[src/rtl/pla_6i_1_preimage.sv]
// Preimage enumerator for a 6-input, 1-output truth table: on request, scans
// x = 0..63 in order and streams every x with f(x) == target over a valid/ready port.
module pla_6i_1_preimage #(
  parameter logic [63:0] TRUTH_TABLE = 64'h50D9_D5EB_5327_57FA
) (
  input  logic       clk,
  input  logic       rst_n,
  input  logic       req_valid,
  output logic       req_ready,
  input  logic       req_target,
  output logic       out_valid,
  input  logic       out_ready,
  output logic [5:0] out_x,
  output logic       done,
  output logic [6:0] match_count,
  output logic       busy,
  output logic [1:0] dbg_state
);

  // Handshakes: a beat transfers on a rising edge where valid & ready are both
  // high; once out_valid is raised, out_valid/out_x hold until that transfer.
  typedef enum logic [1:0] {IDLE, SCAN, DRAIN, DONE} state_e;

  state_e      state_q, state_d;
  logic        target_q, target_d;
  logic [5:0]  idx_q, idx_d;
  logic [6:0]  cnt_q, cnt_d;
  logic        out_valid_q, out_valid_d;
  logic [5:0]  out_x_q, out_x_d;
  logic        done_q, done_d;
  logic [6:0]  match_count_q, match_count_d;

  logic        advance;
  logic        match;

  // The output register can take a new beat when empty or being drained now.
  assign advance = ~out_valid_q | out_ready;
  assign match   = (TRUTH_TABLE[idx_q] == target_q);

  always_comb begin
    state_d       = state_q;
    target_d      = target_q;
    idx_d         = idx_q;
    cnt_d         = cnt_q;
    out_valid_d   = out_valid_q;
    out_x_d       = out_x_q;
    done_d        = 1'b0;
    match_count_d = match_count_q;
    if (out_valid_q && out_ready) begin
      out_valid_d = 1'b0;
    end
    case (state_q)
      IDLE: begin
        if (req_valid) begin
          target_d = req_target;
          idx_d    = 6'd0;
          cnt_d    = 7'd0;
          state_d  = SCAN;
        end
      end
      SCAN: begin
        if (advance) begin
          if (match) begin
            out_x_d     = idx_q;
            out_valid_d = 1'b1;
            cnt_d       = cnt_q + 7'd1;
          end
          if (idx_q == 6'd63) begin
            state_d = DRAIN;
          end else begin
            idx_d = idx_q + 6'd1;
          end
        end
      end
      DRAIN: begin
        if (advance) begin
          state_d       = DONE;
          done_d        = 1'b1;
          match_count_d = cnt_q;
        end
      end
      DONE: begin
        state_d = IDLE;
      end
      default: begin
        state_d = IDLE;
      end
    endcase
  end

  always_ff @(posedge clk or negedge rst_n) begin
    if (!rst_n) begin
      state_q       <= IDLE;
      target_q      <= 1'b0;
      idx_q         <= 6'd0;
      cnt_q         <= 7'd0;
      out_valid_q   <= 1'b0;
      out_x_q       <= 6'd0;
      done_q        <= 1'b0;
      match_count_q <= 7'd0;
    end else begin
      state_q       <= state_d;
      target_q      <= target_d;
      idx_q         <= idx_d;
      cnt_q         <= cnt_d;
      out_valid_q   <= out_valid_d;
      out_x_q       <= out_x_d;
      done_q        <= done_d;
      match_count_q <= match_count_d;
    end
  end

  assign req_ready   = (state_q == IDLE);
  assign busy        = (state_q != IDLE);
  assign out_valid   = out_valid_q;
  assign out_x       = out_x_q;
  assign done        = done_q;
  assign match_count = match_count_q;
  assign dbg_state   = state_q;

endmodule
[config.mk]
export PLATFORM = sky130hd
export DESIGN_NAME = pla_6i_1_preimage
export DESIGN_NICKNAME = d
export VERILOG_FILES = /design/src/rtl/pla_6i_1_preimage.sv
export SDC_FILE = /design/constraint.sdc
export NUM_CORES = 1
export LEC_CHECK = 0
export BUFFER_PORTS_ARGS = -buffer_cell sky130_fd_sc_hd__buf_4
export CORE_ASPECT_RATIO = 0.6
export CORE_MARGIN = 2
export CORE_UTILIZATION = 25
export DETAILED_ROUTE_END_ITERATION = 7
export PLACE_DENSITY = 0.44
export SLEW_MARGIN = 20
export SYNTH_ARGS = -nofsm -noshare
export SYNTH_HDL_FRONTEND = slang
export SYNTH_SLANG_ARGS = --single-unit
[constraint.sdc]
create_clock -name clk -period 2.9 [get_ports clk]
set_input_delay 0.58 -clock clk [delete_from_list [all_inputs] [get_ports clk]]
set_output_delay 0.58 -clock clk [all_outputs]
set_load 0.05 [all_outputs]
==> summary.txt, run 1 <==
Synthesis
  • Synth Cell Area: 0.00177 mm²
  • Syn Nets: 182
  • Mapped Cells: 169
  • Post-synth EDFFs: 0
  • Seq/Total Area, Yosys: 43.7%
  • Synthesized area per cell: 10.5 µm²
  • Main synth FF type: dfrtp_1
  • Distinct cell type count after synthesis: 45
  • Seq cells post-synth: 31
  • Synthesis Warnings: 0
  • Ys async rst share: 100%

Floorplan
  • Core Area: 0.00676 mm²
  • Die H: 69.3 µm
  • Die X: 113 µm
  • Die area: 0.00781 mm²
  • I/O Pins: 24
  • Starting density of the core: 26.2%
  • Row cnt: 23

Critical path
  • Slowest stage cell, crit path: dfrtp_1
  • Worst path required time: 3070 ps
  • FF-to-FF End: cnt_q[6]$_DFFE_PN0P_
  • Worst path depth: 9
  • CP endpoint: cnt_q[6]$_DFFE_PN0P_
  • Critical path capture point type: register
  • Reg-to-reg startpoint: idx_q[0]$_DFFE_PN0P_
  • CP max FO: 12
  • Crit-path cells: inv_1 -> ha_1 -> mux2_2 -> o221ai_1 -> o2111a_1 -> a211oi_2 -> buf_4 -> o311a_1 -> a31o_2
  • Setup crit start kind: register
  • CP Class: register to register
  • Crit path DAT: 2740 ps
  • Worst path max stage delay: 500 ps
  • CP bufs+invs: 2
  • Register-to-register path setup slack: 330 ps
  • Worst reg2reg path depth: 9
  • Crit path launch: idx_q[0]$_DFFE_PN0P_
  • Top delay family on crit path: compound AO/OA/AOI/OAI gates

Finish
  • Area growth, synth to finish: 23.2%
  • Nets: 209
  • Layout Cells excl Fill: 283
  • Share of layout cells above drive strength 1: 28.1%
  • Final Util: 32.3%
  • N_diodes: 0

Route
  • Drt first pass iters: 4
  • Initial drt markers: 128
  • Antenna violation net count after detailed routing: 0
  • Via density per instance: 4.79
  • Routed WL per cell: 14.9 µm
  • Routed wire length: 4220 µm
  • DRC Markers: 0
  • DR vias: 1356

Placed design
  • Dpl cells: 276
  • Pre-CTS setup slack: 341 ps
  • Detailed placement HPWL: 3090 µm
  • Final GP Congestion: 0.821
  • Port bufs: 23

Run
  • Max_cap viols: 0

GRT
  • Largest net degree at the start of global routing: 32
  • GRT overflow: 0
  • Vias in the first global route: 1266
  • Antenna violations before repair: 0
  • GRT Total Usage: 12.0%
  • First-pass GRT wire length: 7120 µm

Timing
  • Final Max Slew Viols: 0
  • Final period util: 88.6%
  • RSZ-0062 raised after global routing: false
  • Slew HR: 62.4%
  • Final-report setup violation count: 0
  • Final count of hold timing violations: 0
  • Fmax: 389 MHz
  • Tmin final: 2570 ps
  • Worst-margin pin slew: 558 ps
  • Sum Neg Setup Slack: 0 ps
  • Final worst slack: 332 ps
  • Final Skew: 3.81 ps

Clock network
  • Postcts setup bufs: 0
  • CTS buffer count: 5
  • Post_cts resized: 0
  • Clk_lat worst skew: 280 ps
  • CTS tree: yes
  • Total clock sinks: 31
  • CTS root buf: clkbuf_16
  • Longest Clk Path Bufs: 2
  • H-tree depth: 2
  • CTS clk-pin slew, worst paths: 50 ps
  • Hold Buf Count CTS: 0

Power and ir drop
  • Switch share: 46.5%
  • NetSw: 1.27 mW
  • Seq pwr share: 27.6%
  • Internal: 1.46 mW
  • Pleak: 0.993 nW
  • Gate power share: 53.4%
  • Worst vdd ir: 0.653 mV
  • Power Density: 1250 mW/mm²
  • Clk pwr share: 19.0%
  • Total power: 2.73 mW

Outcome
  • Status: complete, no violations

Min path
  • Min-delay worst type: primary input to asynchronous set/reset pin
state kept, by name, indices dropped and copies added, names as in the netlist:
signal,flops
target_q,1
done,1
out_valid,1
out_x,6
cnt_q,7
match_count,7
idx_q,6
dbg_state,2
metal layers:
metal / vias up / track usage [%] / wire [µm]
met4: 0 / 4.07 / 53
li1: 671 / - / -
met3: 8 / 4.72 / 324
met1: 628 / 19.7 / 2460
met5: - / 0 / 0
met2: 49 / 13.2 / 1370
cell usage after synthesis, types with 2 or more instances:
library cell | instances | area, µm²
inv_1 | 11 | 41.3
nand2_1 | 13 | 48.8
nand3_1 | 10 | 50.1
buf_4 | 2 | 15.0
buf_2 | 2 | 10.0
mux2_2 | 9 | 101
or3_1 | 2 | 12.5
dfrtp_1 | 31 | 776
a21oi_1 | 5 | 25.0
xor2_1 | 2 | 17.5
nor4_1 | 2 | 12.5
mux2_4 | 6 | 90.1
o211ai_1 | 7 | 52.6
a211oi_2 | 2 | 25.0
nor3_1 | 3 | 15.0
nor2_1 | 8 | 30.0
nand2b_1 | 6 | 37.5
clkbuf_1 | 2 | 7.51
ha_1 | 8 | 100
nor2b_1 | 2 | 12.5
and3_1 | 2 | 12.5
o21ai_0 | 9 | 45.0
o311a_1 | 3 | 30.0
worst min-delay path by stage:
stage                                     startpoint  slack [ps]  cells past startpoint                         end
after floorplan                                rst_n         280                      0        cnt_q[0]$_DFFE_PN0P_
after global placement    match_count[2]$_DFFE_PN0P_         470                      2  match_count[2]$_DFFE_PN0P_
after detailed placement  match_count[2]$_DFFE_PN0P_         480                      2  match_count[2]$_DFFE_PN0P_
after CTS                                      rst_n         250                      1              done$_DFF_PN0_
after global routing                           rst_n         270                      1              done$_DFF_PN0_
final                                          rst_n         240                      1              done$_DFF_PN0_
power groups by stage:
stage / sequential (mW) / combinational [mW] / clock [mW]
after global placement: 0.761 / 1.48 / 0
after detailed placement: 0.762 / 1.46 / 0
after CTS: 0.755 / 1.47 / 0.537
after global routing: 0.788 / 1.61 / 0.561
final: 0.755 / 1.46 / 0.518
after floorplan: 0.944 / 0.920 / 0
metrics by stage:
stage / area, µm² / hold WS [ps]
2_1_floorplan: 1770 / 284
3_3_place_gp: 2040 / 474
3_5_place_dp: 2040 / 484
4_1_cts: 2190 / 250
5_1_grt: 2190 / 268
6_report: 2190 / 237
cell type report:
type	count	area, µm²
flip-flops and latches	31	776
fillers	706	4580
clock buffers	6	139
clock inverters	1	5.00
inverters	11	41.3
multi-input cells	120	913
well taps	87	109
repair buffers	27	203
logic make-up after synthesis:
logic type,share of synthesized area (%)
AND/OR/NAND/NOR,16.2
AO/OA/AOI/OAI,16.8
flip-flops,43.7
buffers and inverters,4.80
multiplexers,11.4
adder cells (fa/ha/maj),5.64
XOR/XNOR,1.48
placed cells by master, fill, tap and decap left out, types with 2 or more instances in the layout:
cell type | synthesis | layout
nor2_1 | 8 | 8
nand2b_1 | 6 | 6
inv_1 | 11 | 11
xor2_1 | 2 | 2
dfrtp_1 | 31 | 31
ha_1 | 8 | 8
and3_1 | 2 | 2
nor3_1 | 3 | 3
o311a_1 | 3 | 3
a211oi_2 | 2 | 2
or3_1 | 2 | 2
buf_4 | 2 | 27
o211ai_1 | 7 | 7
a21oi_1 | 5 | 5
o21ai_0 | 9 | 9
nand2_1 | 13 | 13
nor2b_1 | 2 | 2
clkbuf_16 | 0 | 5
mux2_2 | 9 | 9
nor4_1 | 2 | 2
mux2_4 | 6 | 6
nand3_1 | 10 | 10
(Power assumes the default switching activity.)
==> run 2, diff against run 1 <==
- CELL_PAD_IN_SITES_DETAIL_PLACEMENT: default -> 2
- CELL_PAD_IN_SITES_GLOBAL_PLACEMENT: default -> 2
- CORE_MARGIN: 2 -> default
- PLACE_DENSITY: 0.44 -> 0.6
- clock period: 2.9 -> 2.8 ns (I/O delays scaled with it)
==> run 2 against run 1 <==
Core utilization about the same. Global-route usage increased by 3.4 points. Non-clock buffer count increased by 1. Worst setup slack got worse by 170 ps. Wire length increased by 27%. Via count increased by 6.9%. Fmax decreased by 2.5%. Clock power about the same. Critical endpoint is now cnt_q[3]$_DFFE_PN0P_. Highest routed layer unchanged.
==> summary.txt, run 2 (synthesis results as in run 1) <==
Outcome
  • Status: complete, no violations (unchanged)

Route
  • Drt first pass iters: 4 (unchanged)
  • Routed wire length: 5350 µm (was 4220 µm)
  • Uppermost layer routed: met4 (unchanged)
  • Met1 WL: 2700 µm (was 2460 µm)
  • Initial drt markers: 50 (was 128)
  • Routed WL per cell: 18.8 µm (was 14.9 µm)
  • Via density per instance: 5.08 (was 4.79)
  • Met2 routed WL: 2320 µm (was 1370 µm)
  • DR vias: 1449 (was 1356)
  • Antenna violation net count after detailed routing: 0 (unchanged)
  • DRC Markers: 0 (unchanged)
  • Met3 wire len: 218 µm (was 324 µm)

Floorplan
  • Starting density of the core: 26.2% (unchanged)
  • Die area: 0.00745 mm² (was 0.00781 mm²)
  • Die H: 67.3 µm (was 69.3 µm)
  • Row cnt: 23 (unchanged)
  • Die X: 111 µm (was 113 µm)
  • Core Area: 0.00676 mm² (unchanged)
  • I/O Pins: 24 (unchanged)

Clock network
  • Clk_lat worst skew: 280 ps (about the same)
  • CTS tree: yes (unchanged)
  • Longest Clk Path Bufs: 2 (unchanged)
  • CTS clk-pin slew, worst paths: 50 ps (about the same)
  • Total clock sinks: 31 (unchanged)
  • CTS buffer count: 5 (unchanged)
  • H-tree depth: 2 (unchanged)
  • CTS root buf: clkbuf_16 (unchanged)

Timing
  • Fmax: 380 MHz (was 389 MHz)
  • Final-report setup violation count: 0 (unchanged)
  • Final period util: 94.1% (was 88.6%)
  • Final Skew: 6.39 ps (was 3.81 ps)
  • Hold slack: 227 ps (was 237 ps)
  • Final Max Slew Viols: 0 (unchanged)
  • Final worst slack: 166 ps (was 332 ps)
  • RSZ-0062 raised after global routing: false (unchanged)
  • Tmin final: 2630 ps (was 2570 ps)
  • Slew HR: 57.4% (was 62.4%)
  • Final count of hold timing violations: 0 (unchanged)
  • Worst-margin pin slew: 633 ps (was 558 ps)
  • Sum Neg Setup Slack: 0 ps (unchanged)

Placed design
  • Port bufs: 23 (unchanged)
  • Dpl cells: 276 (unchanged)
  • Placed inst area: 0.00204 mm² (unchanged)
  • Detailed placement HPWL: 3890 µm (was 3090 µm)
  • Pre-CTS setup slack: 88.5 ps (was 341 ps)
  • Final GP Congestion: 0.818 (was 0.821)

Power and ir drop
  • Worst vdd ir: 0.570 mV (was 0.653 mV)
  • Internal: 1.52 mW (was 1.46 mW)
  • Pleak: 0.991 nW (was 0.993 nW)
  • NetSw: 1.41 mW (was 1.27 mW)
  • Power Density: 1340 mW/mm² (was 1250 mW/mm²)
  • Total power: 2.94 mW (was 2.73 mW)
  • Seq pwr share: 27.0% (was 27.6%)
  • Switch share: 48.1% (was 46.5%)
  • Gate power share: 55.4% (was 53.4%)
  • Clk pwr share: 17.6% (was 19.0%)

Critical path
  • Critical path capture point type: register (unchanged)
  • Worst path required time: 2960 ps (was 3070 ps)
  • Setup crit start kind: register (unchanged)
  • CP Class: register to register (unchanged)
  • Crit path DAT: 2790 ps (was 2740 ps)
  • CP max FO: 10 (was 12)
  • Worst reg2reg path depth: 9 (unchanged)

GRT
  • GRT overflow: 0 (unchanged)
  • First-pass GRT wire length: 8630 µm (was 7120 µm)
  • Antenna violations before repair: 0 (unchanged)
  • Largest net degree at the start of global routing: 32 (unchanged)
  • GRT Total Usage: 15.4% (was 12.0%)
  • Vias in the first global route: 1551 (was 1266)

Finish
  • Most frequent cells in the layout: 30 x dfrtp_1, 28 x buf_4, 13 x nand2_1 (was 31 x dfrtp_1, 27 x buf_4, 13 x nand2_1)
  • Nets: 210 (was 209)
  • Post-route cell area: 0.00219 mm² (about the same)
  • N_diodes: 0 (unchanged)
  • Most common cell after layout, fill and taps aside: dfrtp_1 (unchanged)
  • Layout Cells excl Fill: 285 (was 283)
  • Share of layout cells above drive strength 1: 28.3% (was 28.1%)
  • Fillers: 742 (was 706)
  • Area growth, synth to finish: 23.3% (was 23.2%)
  • Final Util: 32.4% (was 32.3%)

Min path
  • Min-delay worst type: primary input to asynchronous set/reset pin (unchanged)

Run
  • Max_cap viols: 0 (unchanged)
==> run 2: cell types whose count changed in the layout (fill, tap and decap cells not counted), sizes merged <==
cell / delta
clkbuf: +1
buf: +1
==> run 2: area by class of cell <==
cell class | count | area [µm²] | area share [%]
Multi-Input combinational cell | 120 | 913 | 41.7
Sequential cell | 31 | 777 | 35.5
Inverter | 11 | 41.3 | 1.89
Tap cell | 87 | 109 | 4.97
Clock inverter | 1 | 5.00 | 0.229
Clock buffer | 7 | 133 | 6.06
Timing Repair Buffer | 28 | 210 | 9.61
==> run 2: critical path, stage by stage (launching register included) <==
cell and delay (ps):
dfrtp_2 460, inv_1 100, ha_1 310, mux2_2 280
o221ai_1 230, o211ai_1 170, a211oi_2 410, buf_4 250
mux2i_1 220, o2bb2ai_1 80
==> run 2: final timing paths <==
path / startpoint / to / slack, ps
worst max-delay path: idx_q[1]$_DFFE_PN0P_ / cnt_q[3]$_DFFE_PN0P_ / 170
worst min-delay path: rst_n / out_valid$_DFF_PN0_ / 230
worst max register to register: idx_q[1]$_DFFE_PN0P_ / cnt_q[3]$_DFFE_PN0P_ / 170
worst min register to register: match_count[2]$_DFFE_PN0P_ / match_count[2]$_DFFE_PN0P_ / 490
max in group asynchronous: rst_n / idx_q[1]$_DFFE_PN0P_ / 2230
min in group clk: match_count[2]$_DFFE_PN0P_ / match_count[2]$_DFFE_PN0P_ / 490
==> run 2: per-layer routing <==
metal / vias to the layer above / track usage [%]
met1: 736 / 20.9
li1: 671 / -
met4: 0 / 5.83
met3: 9 / 3.95
met2: 33 / 23.9
met5: - / 0
==> run 2: repair_timing <==
item	in CTS	in global routing
gates resized for setup	0	1
hold buffers	0	0
buffers inserted	0	1
hold endpoints to repair	0	0
endpoints found under the setup margin	0	3
==> run 2: power groups by stage <==
stage | sequential [mW] | clock, mW | combinational [mW]
6_report | 0.793 | 0.516 | 1.63
5_1_grt | 0.823 | 0.558 | 1.76
4_1_cts | 0.792 | 0.537 | 1.61
3_5_place_dp | 0.796 | 0 | 1.59
3_3_place_gp | 0.775 | 0 | 1.53
2_1_floorplan | 0.978 | 0 | 0.953
==> run 3, diff against run 2 <==
- CORE_UTILIZATION: 25 -> 36
- PLACE_DENSITY: 0.6 -> 0.8
- SLEW_MARGIN: 20 -> 10
==> run 3 against run 2 <==
First-iteration DRC count shrank 46%. Critical path depth is the same. Final area down 2.3%. Worst hold slack worse by 26 ps. Power fell by 3.0%. Fmax shrank 0.74%. Largest cell class unchanged. Non-clock buffer count stayed put. Critical path type unchanged. Register-to-register slack got worse by 20 ps. Wire length is 3.6% lower.
==> summary.txt, run 3 (synthesis results as in run 1) <==
Floorplan
  • I/O Pins: 24 (unchanged)
  • Starting density of the core: 38.1% (was 26.2%)
  • Core Area: 0.00466 mm² (was 0.00676 mm²)
  • Die H: 56.4 µm (was 67.3 µm)
  • Die X: 92.6 µm (was 111 µm)
  • Row cnt: 19 (was 23)
  • Die area: 0.00522 mm² (was 0.00745 mm²)

Timing
  • Sum Neg Setup Slack: 0 ps (unchanged)
  • Final Max Slew Viols: 0 (unchanged)
  • Final-report setup violation count: 0 (unchanged)
  • Worst-margin pin slew: 701 ps (was 633 ps)
  • Final Skew: 6.83 ps (was 6.39 ps)
  • Fmax: 377 MHz (was 380 MHz)
  • RSZ-0062 raised after global routing: false (unchanged)
  • Final count of hold timing violations: 0 (unchanged)
  • Tmin final: 2650 ps (was 2630 ps)
  • Slew HR: 52.8% (was 57.4%)
  • Final period util: 94.8% (was 94.1%)

Clock network
  • CTS tree: yes (unchanged)
  • Longest Clk Path Bufs: 2 (unchanged)
  • Post_cts resized: 0 (unchanged)
  • CTS buffer count: 5 (unchanged)
  • CTS root buf: clkbuf_8 (was clkbuf_16)
  • Clk_lat worst skew: 290 ps (was 280 ps)
  • CTS clk-pin slew, worst paths: 70 ps (was 50 ps)
  • Postcts setup bufs: 0 (unchanged)
  • Total clock sinks: 31 (unchanged)
  • H-tree depth: 2 (unchanged)
  • Hold Buf Count CTS: 0 (unchanged)

Critical path
  • Worst reg2reg path depth: 9 (unchanged)
  • CP bufs+invs: 2 (unchanged)
  • Critical path capture point type: register (unchanged)
  • FF-to-FF End: cnt_q[0]$_DFFE_PN0P_ (was cnt_q[3]$_DFFE_PN0P_)
  • Reg-to-reg startpoint: idx_q[1]$_DFFE_PN0P_ (unchanged)
  • Slowest stage cell, crit path: dfrtp_1 (was dfrtp_2)
  • Worst path required time: 3030 ps (was 2960 ps)
  • Crit-path cells: inv_1 -> ha_1 -> mux2_2 -> o221ai_1 -> o2111a_1 -> a211oi_2 -> buf_4 -> or4b_1 -> nand3_1 (was inv_1 -> ha_1 -> mux2_2 -> o221ai_1 -> o211ai_1 -> a211oi_2 -> buf_4 -> mux2i_1 -> o2bb2ai_1)
  • Register-to-register path setup slack: 150 ps (was 170 ps)
  • Crit path launch: idx_q[1]$_DFFE_PN0P_ (unchanged)
  • Top delay family on crit path: simple AND/OR/NAND/NOR gates (was compound AO/OA/AOI/OAI gates)
  • Worst path max stage delay: 500 ps (was 460 ps)
  • CP Class: register to register (unchanged)
  • Setup crit start kind: register (unchanged)
  • Crit path DAT: 2880 ps (was 2790 ps)
  • CP max FO: 12 (was 10)

Placed design
  • Detailed placement HPWL: 3800 µm (was 3890 µm)
  • Port bufs: 23 (unchanged)
  • Final GP Congestion: 0.778 (was 0.818)
  • Dpl cells: 253 (was 276)
  • Placed inst area: 0.00202 mm² (was 0.00204 mm²)

GRT
  • First-pass GRT wire length: 8520 µm (was 8630 µm)
  • GRT overflow: 0 (unchanged)
  • Antenna violations before repair: 0 (unchanged)
  • GRT Total Usage: 22.2% (was 15.4%)
  • Largest net degree at the start of global routing: 32 (unchanged)
  • Vias in the first global route: 1597 (was 1551)

Power and ir drop
  • Worst vdd ir: 0.691 mV (was 0.570 mV)
  • Clk pwr share: 16.5% (was 17.6%)
  • Gate power share: 55.9% (was 55.4%)
  • Seq pwr share: 27.6% (was 27.0%)
  • Switch share: 48.6% (was 48.1%)
  • Internal: 1.46 mW (was 1.52 mW)
  • NetSw: 1.38 mW (was 1.41 mW)
  • Pleak: 0.986 nW (was 0.991 nW)
  • Power Density: 1330 mW/mm² (was 1340 mW/mm²)
  • Total power: 2.85 mW (was 2.94 mW)

Finish
  • N_diodes: 0 (unchanged)
  • Most frequent cells in the layout: 31 x dfrtp_1, 28 x buf_4, 13 x nand2_1 (was 30 x dfrtp_1, 28 x buf_4, 13 x nand2_1)
  • Most common cell after layout, fill and taps aside: dfrtp_1 (unchanged)
  • Area growth, synth to finish: 20.5% (was 23.3%)
  • Layout Cells excl Fill: 261 (was 285)
  • Share of layout cells above drive strength 1: 28.8% (was 28.3%)
  • Multi-input logic area: 913 µm² (unchanged)
  • Flip-flop and latch area: 776 µm² (was 777 µm²)
  • Fillers: 521 (was 742)
  • Post-route cell area: 0.00214 mm² (was 0.00219 mm²)
  • Final Util: 45.9% (was 32.4%)
  • Nets: 210 (unchanged)

Outcome
  • Status: complete, no violations (unchanged)

Run
  • Max_cap viols: 0 (unchanged)

Route
  • Via density per instance: 5.49 (was 5.08)
  • Initial drt markers: 27 (was 50)
  • Routed wire length: 5150 µm (was 5350 µm)
  • DRC Markers: 0 (unchanged)
  • Drt first pass iters: 4 (unchanged)
  • Routed WL per cell: 19.7 µm (was 18.8 µm)
  • DR vias: 1434 (was 1449)
  • Antenna violation net count after detailed routing: 0 (unchanged)

Min path
  • Min-delay worst type: primary input to asynchronous set/reset pin (unchanged)
run 3: cell types whose count changed in the layout (fill, tap and decap cells not counted), sizes merged:
cell    change
bufinv      +1
clkbuf      -1
run 3: worst register-to-register path: stages, from the launching register on:
cell	delay [ps]
dfrtp_1	500
inv_1	120
ha_1	300
mux2_2	280
o221ai_1	250
o2111a_1	250
a211oi_2	70
buf_4	200
or4b_1	500
nand3_1	120
run 3: power groups by stage:
stage / logic (mW) / clock network, mW / registers (mW)
2_1_floorplan: 0.953 / 0 / 0.978
4_1_cts: 1.60 / 0.487 / 0.787
3_5_place_dp: 1.59 / 0 / 0.792
6_report: 1.59 / 0.470 / 0.785
5_1_grt: 1.72 / 0.502 / 0.809
3_3_place_gp: 1.52 / 0 / 0.768
run 3: routing by layer:
metal  routed length, µm  global-route usage [%]
met2                2340                    34.9
met3                 161                    5.42
met1                2560                    29.9
met5                   0                       0
met4                  87                    8.13
run 3: cell type report:
cell class | instances | area share, %
clock buffer | 6 | 3.86
tap | 63 | 3.69
multi-input combinational | 120 | 42.7
timing repair buffer | 28 | 9.84
inverter | 11 | 1.93
clock inverter | 2 | 1.64
sequential | 31 | 36.3
run 3: worst max-delay path by stage:
stage | end | cells past startpoint
3_3_place_gp | cnt_q[6]$_DFFE_PN0P_ | 9
4_1_cts | cnt_q[0]$_DFFE_PN0P_ | 9
2_1_floorplan | cnt_q[6]$_DFFE_PN0P_ | 8
3_5_place_dp | cnt_q[0]$_DFFE_PN0P_ | 9
5_1_grt | cnt_q[0]$_DFFE_PN0P_ | 9
6_report | cnt_q[0]$_DFFE_PN0P_ | 9
run 3: through the flow:
step	worst slack (ps)	hold slack [ps]
after floorplan	-35.8	264
after global placement	369	475
after detailed placement	163	497
after CTS	157	203
after global routing	25.0	206
final	147	201
